===== src/rtl/stream_split.sv =====
// stream_split: fans one wide word of N_LINKS lanes out into N_LINKS independent
// AXI-Stream masters. Each lane has its own small FIFO, so a stalled consumer only
// drops its own words and never stalls or misaligns the other lanes.
// Optional feature macro: STREAM_SPLIT_OVF_CNT_EN adds a saturating 16-bit drop
// counter per lane; without it, ovf_count is tied to zero.
module stream_split #(
    parameter int unsigned N_LINKS    = 12,
    parameter int unsigned DATA_WIDTH = 8,
    parameter int unsigned FIFO_DEPTH = 4
) (
    input  logic                            clk,
    input  logic                            rstn,
    input  logic                            clear,
    input  logic [N_LINKS*DATA_WIDTH-1:0]   data_in,
    input  logic                            data_in_valid,
    output logic [N_LINKS*DATA_WIDTH-1:0]   M_AXIS_TDATA,
    output logic [N_LINKS-1:0]              M_AXIS_TVALID,
    input  logic [N_LINKS-1:0]              M_AXIS_TREADY,
    output logic [N_LINKS-1:0]              ovf_flag,
    output logic [N_LINKS*16-1:0]           ovf_count
);

    localparam int unsigned PtrW = $clog2(FIFO_DEPTH);
    localparam int unsigned CntW = PtrW + 1;

    for (genvar i = 0; i < N_LINKS; i++) begin : g_lane
        logic [DATA_WIDTH-1:0] mem [FIFO_DEPTH];
        logic [PtrW-1:0]       wptr_q;
        logic [PtrW-1:0]       rptr_q;
        logic [CntW-1:0]       count_q;
        logic                  ovf_flag_q;
        logic                  empty;
        logic                  full;
        logic                  pop;
        logic                  push;
        logic                  drop;

        assign empty = (count_q == '0);
        assign full  = (count_q == CntW'(FIFO_DEPTH));
        // A pop frees the slot in the same cycle, so a full lane still accepts.
        assign pop   = !empty && M_AXIS_TREADY[i];
        assign push  = data_in_valid && (!full || pop);
        assign drop  = data_in_valid && full && !pop;

        // Pointer, occupancy and sticky-flag state; clear outranks push and pop.
        always_ff @(posedge clk or negedge rstn) begin
            if (!rstn) begin
                wptr_q     <= '0;
                rptr_q     <= '0;
                count_q    <= '0;
                ovf_flag_q <= 1'b0;
            end else if (clear) begin
                wptr_q     <= '0;
                rptr_q     <= '0;
                count_q    <= '0;
                ovf_flag_q <= 1'b0;
            end else begin
                if (push) wptr_q <= wptr_q + PtrW'(1);
                if (pop)  rptr_q <= rptr_q + PtrW'(1);
                if (push && !pop)      count_q <= count_q + CntW'(1);
                else if (pop && !push) count_q <= count_q - CntW'(1);
                if (drop) ovf_flag_q <= 1'b1;
            end
        end

        // Storage array; contents need no reset because occupancy gates visibility.
        always_ff @(posedge clk) begin
            if (push && !clear) mem[wptr_q] <= data_in[i*DATA_WIDTH +: DATA_WIDTH];
        end

        assign M_AXIS_TVALID[i] = !empty;
        // Forced to zero when empty so TDATA reads 0 after reset or clear.
        assign M_AXIS_TDATA[i*DATA_WIDTH +: DATA_WIDTH] = empty ? '0 : mem[rptr_q];
        assign ovf_flag[i] = ovf_flag_q;

`ifdef STREAM_SPLIT_OVF_CNT_EN
        logic [15:0] drop_cnt_q;

        // Saturating drop counter.
        always_ff @(posedge clk or negedge rstn) begin
            if (!rstn) begin
                drop_cnt_q <= '0;
            end else if (clear) begin
                drop_cnt_q <= '0;
            end else if (drop && (drop_cnt_q != 16'hFFFF)) begin
                drop_cnt_q <= drop_cnt_q + 16'd1;
            end
        end

        assign ovf_count[i*16 +: 16] = drop_cnt_q;
`else
        assign ovf_count[i*16 +: 16] = '0;
`endif
    end

endmodule


===== config.mk =====
export PLATFORM = sky130hd
export DESIGN_NAME = stream_split
export DESIGN_NICKNAME = d
export VERILOG_FILES = /design/src/rtl/stream_split.sv
export SDC_FILE = /design/constraint.sdc
export NUM_CORES = 1
export LEC_CHECK = 0
export CORE_MARGIN = 3
export CORE_UTILIZATION = 43
export DETAILED_ROUTE_END_ITERATION = 10
export HOLD_SLACK_MARGIN = 0.06
export MAX_ROUTING_LAYER = met4
export PLACE_DENSITY = 0.68
export SYNTH_ARGS = -nofsm -noshare
export SYNTH_HDL_FRONTEND = slang
export SYNTH_SLANG_ARGS = --single-unit

===== constraint.sdc =====
create_clock -name clk -period 3.1 [get_ports clk]
set_clock_uncertainty 0.05 [all_clocks]
set_input_delay 0.775 -clock clk [delete_from_list [all_inputs] [get_ports clk]]
set_output_delay 0.775 -clock clk [all_outputs]
set_load 0.05 [all_outputs]

==> run metrics <==
result of the run=finished clean; sequential-to-total area share from yosys stat=around three fifths; CP Capture Type=output pin; Sinks on Clock Net=480; top cell type's share of synthesized area=49.79%; startpoint class of the critical path=flop; Mapped Cells=1625; H-tree Lvls=2; CP required=~2.3 ns; Hold/Removal Path Class=reg2reg; Slew HR=between 50% and 60%; WL final=~45000 um; ys async rst share=approximately a fifth; fill cell count=approximately 4500; Via Count=roughly 13000; layout cells sized above 1=about a fifth; largest net degree at the start of global routing=110; endpoints failing hold=0; worst skew pair latency=a little under 0.6 ns; worst path arrival time=between 2 and 2.5 ns; DRT antenna net count=0; final setup fails=0; DRC viols=0; total grt overflow=0; Tmin final=between 3 and 4 ns; RSZ-0062 raised after global routing=false; Power Density=approximately 880 nW/um^2; Starting Density=~44%; maximum VDD drop=702.4 uV; Via density=slightly below 5; Netlist cell types=52; Critical Path Fanout Max=6; crit-path cells=mux4_2 > and2_1 > dlygate4sd2_1; nets=between 2000 and 2500; Max Clock Freq=330.1 MHz; storage element area=between 10000 and 15000 um^2; Die W=238.1 um; Slew @ Worst Pin=just over 0.6 ns; vias in the first global route=roughly 13000; Cell Area, Placed=roughly 25000 um^2; Mean Syn Cell Area=around 14 um^2; Yosys reg bits=480; hpwl dp=between 30000 and 40000 um; clock-pin slew on the worst setup and hold paths=0.06 ns; DIE AREA=around 57000 um^2; Mapped Area=between 20000 and 25000 um^2; # IOs=424; most common cell after layout, fill and taps aside=edfxtp_1; FF-to-FF setup slack=around 0.60 ns; Worst Path Buf+Inv=1; Final Non-Filler Cells=~2600; post-synth top area cell=edfxtp_1; initial antenna violation count=2; Layout Area Growth over Synthesis=16.74%; fin area=27040 um^2; first-pass GRT wire length=between 70000 and 80000 um; WL per Instance=~17 um; Die Ht=about 240 um; period utilisation layout=97.73%; Leakage=~0.01 uW; Total GRT Usage=approximately 16%; synth top area cells=edfxtp_1, dfrtp_1, mux4_2; Yosys warning count=0; core box area=~53000 um^2; delay-heaviest family, CP=multiplexers; Max-Cap Viols=0; Rows=84; EDFF count, synth=~380; Max Slew Vio Count=0; slowest CP cell=mux4_2; Multi-input gate area=about 7700 um^2; GPL Wtd Cong=between 0.7 and 0.8; CTS buffer count=roughly 50; commonest non-fill, non-tap cells in the layout=edfxtp_1, conb_1, buf_4, clkdlybuf4s50_1, and2_1; Iter 0 DRT Violations=just under 700; I/O Buffers=between 200 and 250; final core utilization=between 50% and 60%; CTS tree=yes; CTS max path bufs=3; Placed Cells=roughly 2500; CP Class=reg2out; Synth Flop Type=edfxtp_1; CP peak stage delay=between 0.5 and 0.6 ns; Pre-antenna DRT Iters=5; Root Buffer=clkbuf_16
==> worst register-to-register path, stage by stage (launching register included) <==
cell	delay [ns]
dfrtp_1	0.38
buf_4	0.17
or4b_1	0.56
and3_1	0.20
fa_1	0.37
or3b_2	0.45
nand3_1	0.10
a31oi_1	0.08
==> synthesized netlist by cell type (all sizes together) (28+ instances only) <==
cell type and n:
inv 60, nor2 92, buf 262, nand3 28, mux4 96, nor2b 30
edfxtp 384, dfrtp 96, ha 48, a21oi 35, clkbuf 45, and2 116
xor2 36
==> layer usage <==
metal  share of wire [%]  GRT usage (%)  up-vias
met5                   0              -        -
met4                 2.1          4.508        0
met3                 4.1          2.520       75
met2                  52          27.13      295
met1                  42          19.93     6542
li1                    -              -     5982
==> cell families (layout without fill, tap and decap cells) <==
| group | Yosys count | in the layout | share of synthesized area (%) |
|---|---|---|---|
| flip-flops | 480 | 480 | 60.16 |
| AND/OR/NAND/NOR | 401 | 401 | 9.967 |
| other | 1 | 194 | 0.01619 |
| buffers and inverters | 367 | 453 | 9.681 |
| multiplexers | 117 | 117 | 10.28 |
| AO/OA/AOI/OAI | 152 | 152 | 4.489 |
| adder cells (fa/ha/maj) | 60 | 60 | 3.630 |
| XOR/XNOR | 47 | 47 | 1.777 |
==> path summary, 6_finish.rpt <==
path                                  startpoint  depth (start not counted)               endpoint
max                          g_lane[8].rptr_q[0]                          3       M_AXIS_TDATA[65]
min                         g_lane[5].ovf_flag_q                          2   g_lane[5].ovf_flag_q
max reg2reg                g_lane[11].count_q[1]                          7  g_lane[11].count_q[2]
min reg2reg                 g_lane[5].ovf_flag_q                          2   g_lane[5].ovf_flag_q
max in group asynchronous                   rstn                          3    g_lane[6].rptr_q[0]
min in group asynchronous                   rstn                          2    g_lane[9].wptr_q[1]
==> state kept, by name, summed over array words and instances, names as in the netlist <==
name,flops
g_lane.count_q,36
g_lane.mem,384
g_lane.ovf_flag_q,12
g_lane.rptr_q,24
g_lane.wptr_q,24
==> metrics by stage <==
stage                     setup slack (ns)  power [uW]  hold slack [ns]   TNS (ns)
after floorplan                     0.3882       15450           0.4137          0
after detailed placement          -0.03542       18140           0.4458   -0.07174
final                              0.07052       23830           0.4541          0
after global routing             0.0007514       25010           0.4844          0
after global placement             0.01349       17970           0.4350          0
after CTS                        -0.007083       24080           0.4596  -0.007083
==> layout make-up <==
class                           instances  area share [%]
Clock inverter                         32           1.208
Timing Repair Buffer                  298           9.676
Tap cell                              688           3.184
Sequential cell                       480           51.57
Multi-Input combinational cell        969           28.54
Antenna cell                            2         0.01851
Clock buffer                           63           4.965
Inverter                               60          0.8329
==> timing repair <==
item | 4_1_cts | 5_1_grt
hold endpoints to repair | 18 | 0
buffers inserted | 0 | 1
setup endpoints to repair | 50 | 12
hold buffers | 1 | 0
resized for setup | 36 | 4
==> where the power goes <==
part | internal, uW | switching (uW) | leakage [uW]
clock | 3520 | 2510 | 0.000794
sequential | 7510 | 777 | 0.00476
combinational | 3450 | 6070 | 0.00455
total | 14500 | 9350 | 0.0101
No activity file was read; power rests on OpenSTA's default activity.
